### src/rtl/seg7_scan_ctrl.sv
// seg7_scan_ctrl: time-multiplexed N-digit 7-segment display controller.
// A value is captured on a load strobe and shown in hex, or in decimal after a
// bit-serial double-dabble conversion. The block also provides leading-zero
// blanking, per-digit decimal points, 16-step brightness and an overflow
// indication (all digits show '-').
module seg7_scan_ctrl #(
    parameter int N_DIGITS  = 4,
    parameter int DATA_W    = 12,
    parameter int TICK_LOG2 = 16
) (
    input  logic                clk_i,
    input  logic                rst_ni,
    input  logic [DATA_W-1:0]   value_i,
    input  logic                load_i,
    input  logic                dec_mode_i,
    input  logic                lz_blank_i,
    input  logic [N_DIGITS-1:0] dp_i,
    input  logic [3:0]          bright_i,
    output logic [N_DIGITS-1:0] an_o,
    output logic [6:0]          seg_o,
    output logic                dp_n_o,
    output logic                busy_o,
    output logic                ovf_o
);

    localparam int DISP_W = 4 * N_DIGITS;
    localparam int IDX_W  = (N_DIGITS > 1) ? $clog2(N_DIGITS) : 1;
    localparam int BIT_W  = $clog2(DATA_W + 1);
    localparam logic [63:0] DEC_MAX = 64'(10 ** N_DIGITS) - 64'd1;

    typedef enum logic [1:0] {
        IDLE,
        SHIFT,
        DONE
    } state_e;

    state_e              state_q, state_d;
    logic                busy_q, busy_d;
    logic [DATA_W-1:0]   shift_q, shift_d;
    logic [DISP_W-1:0]   bcd_q, bcd_d;
    logic [BIT_W-1:0]    bitcnt_q, bitcnt_d;
    logic [DISP_W-1:0]   disp_q, disp_d;
    logic [N_DIGITS-1:0] dp_lat_q, dp_lat_d;
    logic [N_DIGITS-1:0] dp_show_q, dp_show_d;
    logic                ovf_q, ovf_d;
    logic                ovf_pend_q, ovf_pend_d;
    logic [TICK_LOG2-1:0] cnt_q, cnt_d;
    logic [IDX_W-1:0]    idx_q, idx_d;
    logic [N_DIGITS-1:0] an_q, an_d;
    logic [6:0]          seg_q, seg_d;
    logic                dpn_q, dpn_d;

    logic [63:0]         value_ext;
    logic [DISP_W-1:0]   adj;
    logic [3:0]          digit;
    logic [DISP_W-1:0]   upper;
    logic                blank;

    assign value_ext = 64'(value_i);

    // Double-dabble correction: every BCD nibble of 5 or more gets 3 added
    // so that the following left shift carries correctly into the next digit.
    function automatic logic [DISP_W-1:0] add3(input logic [DISP_W-1:0] b);
        logic [DISP_W-1:0] r;
        r = b;
        for (int k = 0; k < N_DIGITS; k++) begin
            if (b[4*k +: 4] >= 4'd5) begin
                r[4*k +: 4] = b[4*k +: 4] + 4'd3;
            end
        end
        return r;
    endfunction

    // Active-high glyphs, bit 0 = segment a .. bit 6 = segment g.
    function automatic logic [6:0] glyph(input logic [3:0] d);
        logic [6:0] g;
        case (d)
            4'h0: g = 7'h3F;
            4'h1: g = 7'h06;
            4'h2: g = 7'h5B;
            4'h3: g = 7'h4F;
            4'h4: g = 7'h66;
            4'h5: g = 7'h6D;
            4'h6: g = 7'h7D;
            4'h7: g = 7'h07;
            4'h8: g = 7'h7F;
            4'h9: g = 7'h6F;
            4'hA: g = 7'h77;
            4'hB: g = 7'h7C;
            4'hC: g = 7'h39;
            4'hD: g = 7'h5E;
            4'hE: g = 7'h79;
            default: g = 7'h71;
        endcase
        return g;
    endfunction

    // Load/convert FSM: hex loads go straight to the display register, decimal
    // loads run DATA_W shift steps and then publish the whole BCD word at once.
    // Overflow is judged on the captured value so truncated BCD never matters.
    always_comb begin
        state_d    = state_q;
        busy_d     = busy_q;
        shift_d    = shift_q;
        bcd_d      = bcd_q;
        bitcnt_d   = bitcnt_q;
        disp_d     = disp_q;
        dp_lat_d   = dp_lat_q;
        dp_show_d  = dp_show_q;
        ovf_d      = ovf_q;
        ovf_pend_d = ovf_pend_q;
        adj        = add3(bcd_q);
        case (state_q)
            IDLE: begin
                if (load_i && !busy_q) begin
                    dp_lat_d = dp_i;
                    if (dec_mode_i) begin
                        shift_d    = value_i;
                        bcd_d      = '0;
                        bitcnt_d   = '0;
                        busy_d     = 1'b1;
                        ovf_pend_d = (value_ext > DEC_MAX);
                        state_d    = SHIFT;
                    end else begin
                        disp_d    = value_ext[DISP_W-1:0];
                        dp_show_d = dp_i;
                        ovf_d     = ((value_ext >> DISP_W) != 64'd0);
                    end
                end
            end
            SHIFT: begin
                bcd_d    = DISP_W'({adj, shift_q[DATA_W-1]});
                shift_d  = shift_q << 1;
                bitcnt_d = bitcnt_q + 1'b1;
                if (bitcnt_q == BIT_W'(DATA_W - 1)) begin
                    state_d = DONE;
                end
            end
            DONE: begin
                disp_d    = bcd_q;
                dp_show_d = dp_lat_q;
                ovf_d     = ovf_pend_q;
                busy_d    = 1'b0;
                state_d   = IDLE;
            end
            default: begin
                state_d = IDLE;
            end
        endcase
    end

    // Scan timing and pin drive: the tick counter paces the digit index, and the
    // anode/segment/dp values for the current slot are computed for the next edge.
    always_comb begin
        cnt_d = cnt_q + 1'b1;
        idx_d = idx_q;
        if (&cnt_q) begin
            idx_d = (idx_q == IDX_W'(N_DIGITS - 1)) ? '0 : idx_q + 1'b1;
        end
        digit = disp_q[4*idx_q +: 4];
        upper = disp_q >> (4 * idx_q);
        blank = lz_blank_i && (idx_q != '0) && (upper == '0);
        an_d  = '1;
        if (cnt_q[TICK_LOG2-1 -: 4] <= bright_i) begin
            an_d[idx_q] = 1'b0;
        end
        if (ovf_q) begin
            seg_d = 7'h3F;
            dpn_d = 1'b1;
        end else if (blank) begin
            seg_d = 7'h7F;
            dpn_d = ~dp_show_q[idx_q];
        end else begin
            seg_d = ~glyph(digit);
            dpn_d = ~dp_show_q[idx_q];
        end
    end

    // All state registers; reset leaves the display dark and the FSM idle.
    always_ff @(posedge clk_i or negedge rst_ni) begin
        if (!rst_ni) begin
            state_q    <= IDLE;
            busy_q     <= 1'b0;
            shift_q    <= '0;
            bcd_q      <= '0;
            bitcnt_q   <= '0;
            disp_q     <= '0;
            dp_lat_q   <= '0;
            dp_show_q  <= '0;
            ovf_q      <= 1'b0;
            ovf_pend_q <= 1'b0;
            cnt_q      <= '0;
            idx_q      <= '0;
            an_q       <= '1;
            seg_q      <= '1;
            dpn_q      <= 1'b1;
        end else begin
            state_q    <= state_d;
            busy_q     <= busy_d;
            shift_q    <= shift_d;
            bcd_q      <= bcd_d;
            bitcnt_q   <= bitcnt_d;
            disp_q     <= disp_d;
            dp_lat_q   <= dp_lat_d;
            dp_show_q  <= dp_show_d;
            ovf_q      <= ovf_d;
            ovf_pend_q <= ovf_pend_d;
            cnt_q      <= cnt_d;
            idx_q      <= idx_d;
            an_q       <= an_d;
            seg_q      <= seg_d;
            dpn_q      <= dpn_d;
        end
    end

    assign an_o   = an_q;
    assign seg_o  = seg_q;
    assign dp_n_o = dpn_q;
    assign busy_o = busy_q;
    assign ovf_o  = ovf_q;

endmodule

### config.mk
export PLATFORM = sky130hd
export DESIGN_NAME = seg7_scan_ctrl
export DESIGN_NICKNAME = d
export VERILOG_FILES = /design/src/rtl/seg7_scan_ctrl.sv
export SDC_FILE = /design/constraint.sdc
export NUM_CORES = 1
export LEC_CHECK = 0
export ABC_CLOCK_PERIOD_IN_PS = 5400
export CORE_ASPECT_RATIO = 2
export CORE_UTILIZATION = 50
export DETAILED_ROUTE_END_ITERATION = 10
export DONT_BUFFER_PORTS = 1
export HOLD_SLACK_MARGIN = 0.08
export RECOVER_POWER = 25
export REMOVE_ABC_BUFFERS = 1
export SLEW_MARGIN = 20
export SYNTH_ARGS = -nofsm -noshare
export SYNTH_HDL_FRONTEND = slang
export SYNTH_SLANG_ARGS = --single-unit
### constraint.sdc
create_clock -name clk_i -period 5.4 [get_ports clk_i]
set_input_delay 1.08 -clock clk_i [delete_from_list [all_inputs] [get_ports clk_i]]
set_output_delay 1.08 -clock clk_i [all_outputs]
set_load 0.02 [all_outputs]
=== Yosys cells after proc, flatten, opt, wreduce, memory -nomap -nowiden ===
Memories as Yosys holds them, arrays and structs flattened.
Index checks and enable logic that the tools add are counted.
Widths: inputs -> output; s select.

* Register bits after elaboration: 91
* Bits in read-only memories: 112
* Logic and storage cells: 101
* Memories kept: 1
* Output and inout port bits: 14
* Input bits: 25

* Bitwise gates (word level): 3
* Muxes and demuxes: 40
* Eq/ne operators: 8
* $lt $le $gt $ge: 8
* Shift-type cells: 2
* Reduce and logical (&&, ||, !) cells: 17
* Add/subtract/negate cells: 7

{| class="wikitable"
|+ Memory list
! name !! words !! bits a word !! rd ports !! clocked after Yosys merged registers in !! wr ports !! line !! source
|-
| (no name shown) || 16 || 7 || 1 || 0 || 0 || 77 || <nowiki>case (d)</nowiki>
|}

{| class="wikitable"
|+ Operators with widths
! operator !! number
|-
| $mux 16 || 4
|-
| $pmux 16 s2 || 2
|-
| $mux 4 || 8
|-
| $mux 7 || 4
|-
| $mux 12 || 2
|-
| $pmux 12 s2 || 1
|-
| $add 16x1->16 const B || 1
|-
| $ge 4x3->1 const B || 4
|-
| $logic_not 16->1 || 1
|-
| $pmux 4 s2 || 2
|-
| $reduce_and 16->1 || 1
|-
| $shiftx 16x5->4 || 1
|-
| $shr 16x4->16 || 1
|-
| $reduce_and 3->1 || 5
|-
| $gt 12x14->1 const B || 1
|-
| $add 4x2->4 const B || 3
|-
| $mux 2 || 4
|-
| $ne 2x2->1 const B || 4
|-
| $mux 1 || 7
|-
| $not 7->7 || 1
|-
| $reduce_bool 2->1 || 3
|-
| $add 4x1->4 const B || 1
|-
| $eq 2x2->1 const B || 2
|-
| $eq 4x4->1 const B || 1
|-
| 17 further kinds || 21
|}

=== Depth between registers and ports, before layout ===
* Word-level depth: 8
* Gate-level depth with buffers: 8
* Mapped depth without buffers: 7

=== Least setup slack after synthesis ===
No wires, ideal clock.

* Path type: input-to-reg
* From: input port bright_i[1]
* To: register an_q[0], in the netlist an_o[0]
* Buffers on the path: 0
* Library setup time: 88 ps
* Cell stages on the path: 7
* Required time: 5,312 ps
* Setup slack: 3,138 ps
* Data arrival time: 2,173 ps
* Cell sequence: inv_1 ha_1 nor2b_1 o21a_1 o21a_1 o21ai_0 nand2_1

* Longest elaborated chain between the ends: 2

{| class="wikitable"
|+ Ends and longest elaborated chain
! what !! line !! source
|-
| start: declaration || 18 || <nowiki>input logic [3:0] bright_i,</nowiki>
|-
| $le 4x4->1 || 164 || <nowiki>if (cnt_q[TICK_LOG2-1 -: 4] <= bright_i) begin</nowiki>
|-
| $mux 4 || 164 ||
|-
| via an_d[0] || 49 || <nowiki>logic [N_DIGITS-1:0] an_q, an_d;</nowiki>
|-
| end signal: assignment || 210 || <nowiki>an_q <= an_d;</nowiki>
|-
| end: declaration || 49 ||
|}

The timed path passes the listed nets, and every way through them passes these cells.
A chain may end at the register's enable or synchronous reset.

=== Final worst setup path ===
* From: register idx_q[0]
* To: register seg_q[2], in the netlist seg_o[2]

* Longest elaborated chain between the ends: 7
* Elaborated cells between the ends (all ways): 12
* Classes of those cells: shift: 2; mux: 4; bitwise: 1; reduce/logical: 4; memory: 1

{| class="wikitable"
|+ Ends and longest elaborated chain
! what !! line !! source
|-
| start: declaration || 48 || <nowiki>logic [IDX_W-1:0] idx_q, idx_d;</nowiki>
|-
| start signal: assignment || 209 || <nowiki>idx_q <= idx_d;</nowiki>
|-
| $shiftx 16x5->4 || 160 || <nowiki>digit = disp_q[4*idx_q +: 4];</nowiki>
|-
| $mem_v2 16x7 || - ||
|-
| $mux 7 || 170 || <nowiki>end else if (blank) begin</nowiki>
|-
| $mux 7 || 167 || <nowiki>if (ovf_q) begin</nowiki>
|-
| $not 7->7 || 174 || <nowiki>seg_d = ~glyph(digit);</nowiki>
|-
| $mux 7 (*) || 170 ||
|-
| $mux 7 (*) || 167 ||
|-
| via seg_d[2] || 50 || <nowiki>logic [6:0] seg_q, seg_d;</nowiki>
|-
| end signal: assignment || 211 || <nowiki>seg_q <= seg_d;</nowiki>
|-
| end: declaration || 50 ||
|}

The timed path passes the listed nets; every way through them passes the cells marked *. The select of a mux whose other input is x is not followed.

==> summary.md <==
| Metric | Value |
|---|---|
| GR Overflow Total | 0 |
| CP Capture Type | flop |
| Longest Clk Path Bufs | 2 |
| Comb power frac | 0.303 |
| Hold Crit Class | in2async |
| Largest net degree at the start of global routing | 90 |
| RSZ-0062 raised after global routing | no |
| Row cnt | 48 |
| CP peak stage delay | approximately 0.73 ns |
| I/O pins | 39 |
| Worst-skew pair later-pin latency | about 0.34 ns |
| Sequential share of the synthesized area | 0.493 |
| Relative slew slack | 0.442 |
| Vias/cell | about 5.8 |
| Crit path max-delay family | compound AO/OA/AOI/OAI gates |
| Synth area leader | dfrtp_1 |
| Layout cells sized above 1 | 0.110 |
| Diode count | 0 |
| CP max stage cell | mux4_1 |
| Crit. path cell count | 6 |
| Share of flip-flops with an asynchronous set or reset | 1.00 |
| CP Max Fanout | 12 |
| CTS clock-pin slew for the worst setup and hold paths | 0.06 ns |
| Seq cells post-synth | 89 |
| Initial antenna violation count | 0 |
| WP data required | between 5 and 6 ns |
| Core Area | 8710 um^2 |
| Synthesized instance count | around 430 |
| Peak supply drop | between 0.2 and 0.3 mV |
| Routed len/inst | 16.8 um |
| Reg-to-Reg End | seg_o[2] |
| Placed instance area | ~4600 um^2 |
| Flop2flop setup slack | ~2.6 ns |
| Post_cts resized | 0 |
| Worst Skew | 0.00482 ns |
| Min Tclk post-route | ~2.8 ns |
| P_int | between 0.0015 and 0.002 W |
| Port Buffer Count | 0 |
| GRT Resource Usage Total | 0.198 |
| Period utilization | 0.511 |
| Routability-driven placement congestion ratio | a little over 0.8 |
| Setup bufs post-CTS | 0 |
| Yosys warns | 0 |
| Startpoint types | flop |
| Post-synth cell types | 51 |
| Hold Fails Final Rpt | 0 |
| Via count | between 3000 and 4000 |
| Final setup viols | 0 |
| R2R Path Start | idx_q[0] |
| CTS sink cnt | 89 |
| H-tree depth | 3 |
| Final HPWL DP | between 6000 and 7000 um |
| Drt pass-1 iters | 5 |
| Final ANT Viol Nets | 0 |
| Worst hold slack | about 0.43 ns |
| Clock Power Share | 0.265 |
| CTS root buf | clkbuf_16 |
| P_sw | a little under 0.0009 W |
| Starting Density | 0.523 |
| Slew @ Worst Pin | a little over 0.8 ns |
| Number of global-route vias before repair | 3098 |
| Synth top area cells | dfrtp_1 42%, mux2i_1 7.3%, dfstp_2 6.9% |
| First-pass GRT wire length | 14600 um |
| TNS Setup | 0 ns |
| Sequential Power Share | 0.432 |
| P per Cell Area | 511 nW/um^2 |
| Area grow syn2layout | 8.60% |
| Hold_buf cts | 0 |
| Max-slew violations | 0 |
| F_max | 362 MHz |
| Synth Area per Inst | around 11 um^2 |
| Die span in x | between 60 and 70 um |
| Max cap viols | 0 |
| Worst Path Buf+Inv | 1 |
| Post-route cell area | 4940 um^2 |
| CTS tree | built |
| Synth Cell Area | around 4600 um^2 |
| Worst r2r path cells | 6 |
| Top cell type's share of synthesized area | 0.423 |
| Sw frac | 0.350 |
| Initial drt markers | between 100 and 150 |
| Crit path cell chain | mux4_1 > inv_1 > ha_1 > nand2_1 > a211oi_1 > a311o_1 |
| Final wirelength | around 8900 um |
| Leak | 2.12 nW |
| Main synth FF type | dfrtp_1 |
| Layout fillers | about 770 |
| Worst Path Class, Setup | reg2reg |
| Status | finished clean |
| Cts bufs inserted | 9 |
| WP data arrival | 3.04 ns |
| Fin nets | 472 |
| Drt drc | 0 |
| Die Footprint | between 9000 and 10000 um^2 |
| Post-synth EDFFs | 0 |
| Die H | 137 um |
logic make-up after synthesis:
family	share of synthesized area
adder cells (fa/ha/maj)	0.0660
other	0.000824
AO/OA/AOI/OAI	0.126
XOR/XNOR	0.0443
buffers and inverters	0.0357
flip-flops	0.493
AND/OR/NAND/NOR	0.121
multiplexers	0.113
layout make-up:
type | instances | area, um^2 | area share
inverter | 20 | 75.1 | 0.0152
clock inverter | 6 | 91.3 | 0.0185
clock buffer | 10 | 229 | 0.0463
multi-input combinational | 300 | 2160 | 0.437
sequential | 89 | 2240 | 0.454
tap | 100 | 125 | 0.0253
timing repair buffer | 3 | 22.5 | 0.00456
Yosys cell counts, types with 2 or more instances:
| library cell | count |
|---|---|
| a31oi_1 | 2 |
| xnor2_1 | 14 |
| nand2_1 | 57 |
| inv_1 | 20 |
| o31ai_1 | 5 |
| buf_2 | 4 |
| mux2_4 | 2 |
| o32ai_1 | 3 |
| nand3b_1 | 2 |
| mux2i_1 | 33 |
| and4_1 | 2 |
| buf_4 | 2 |
| nor4_1 | 3 |
| nand3_1 | 7 |
| o21ai_0 | 38 |
| nor2_1 | 20 |
| nand2b_1 | 8 |
| nand4_1 | 4 |
| xor2_1 | 9 |
| o22ai_1 | 8 |
| or2_1 | 2 |
| a22o_1 | 5 |
| clkbuf_1 | 10 |
| ha_1 | 24 |
| and3_1 | 2 |
| mux4_1 | 2 |
| nor3_1 | 2 |
| o21a_1 | 2 |
| nor4b_1 | 2 |
| a21oi_1 | 11 |
| mux2_2 | 7 |
| nor2b_1 | 3 |
| a221o_1 | 4 |
| dfrtp_1 | 77 |
| a32o_1 | 4 |
| dfstp_2 | 12 |
how the worst max path moves through the flow:
stage	from	endpoint
after global placement	idx_q[0]	seg_o[2]
after global routing	idx_q[0]	seg_o[1]
after floorplan	load_i	disp_q[0]
after CTS	idx_q[0]	seg_o[2]
after detailed placement	idx_q[0]	seg_o[2]
final	idx_q[0]	seg_o[2]
layer usage:
metal	up-vias	part of all wire	global-route usage
li1	1488	-	-
met1	1500	0.39	0.201
met2	43	0.57	0.387
met3	11	0.030	0.0427
met4	0	0.015	0.0714
met5	-	0	0
power by group through the flow:
stage	Sequential (W)	Combinational (W)	Clock, W
2_1_floorplan	0.00105	0.000619	0
3_3_place_gp	0.00110	0.000745	0
3_5_place_dp	0.00111	0.000771	0
4_1_cts	0.00109	0.000775	0.000686
5_1_grt	0.00112	0.000866	0.000709
6_report	0.00109	0.000767	0.000670
sequential cells by signal, summed over array words and instances, names as in the netlist, 7 cells and up:
name,count
bcd_q,16
cnt_q,16
seg_o,7
shift_q,12
disp_q,16
stage by stage:
step	setup WS (ns)	total power (W)	util	cells
floorplan	2.74	0.00167	-	409
global placement	2.76	0.00184	0.531	512
detailed placement	2.68	0.00188	0.531	512
CTS	2.65	0.00256	0.567	528
global route	2.40	0.00269	0.568	528
finish	2.64	0.00253	0.568	528
layout by cell type (no fill, tap or decap), types with 3 or more instances in the layout:
cell        count
o32ai_1         3
a221o_1         4
dfrtp_1        77
nand2b_1        7
a22o_1          5
nor2_1         20
xnor2_1        14
o21ai_0        38
ha_1           24
nand2_1        57
inv_1          20
xor2_1          9
nand3_1         7
mux2_2          7
clkinvlp_4      3
o22ai_1         8
nand4_1         4
a21oi_1        11
clkbuf_16       9
nor4_1          3
buf_4           3
a32o_1          4
dfstp_2        12
mux2i_1        33
o31ai_1         5
(Power assumes the default switching activity.)
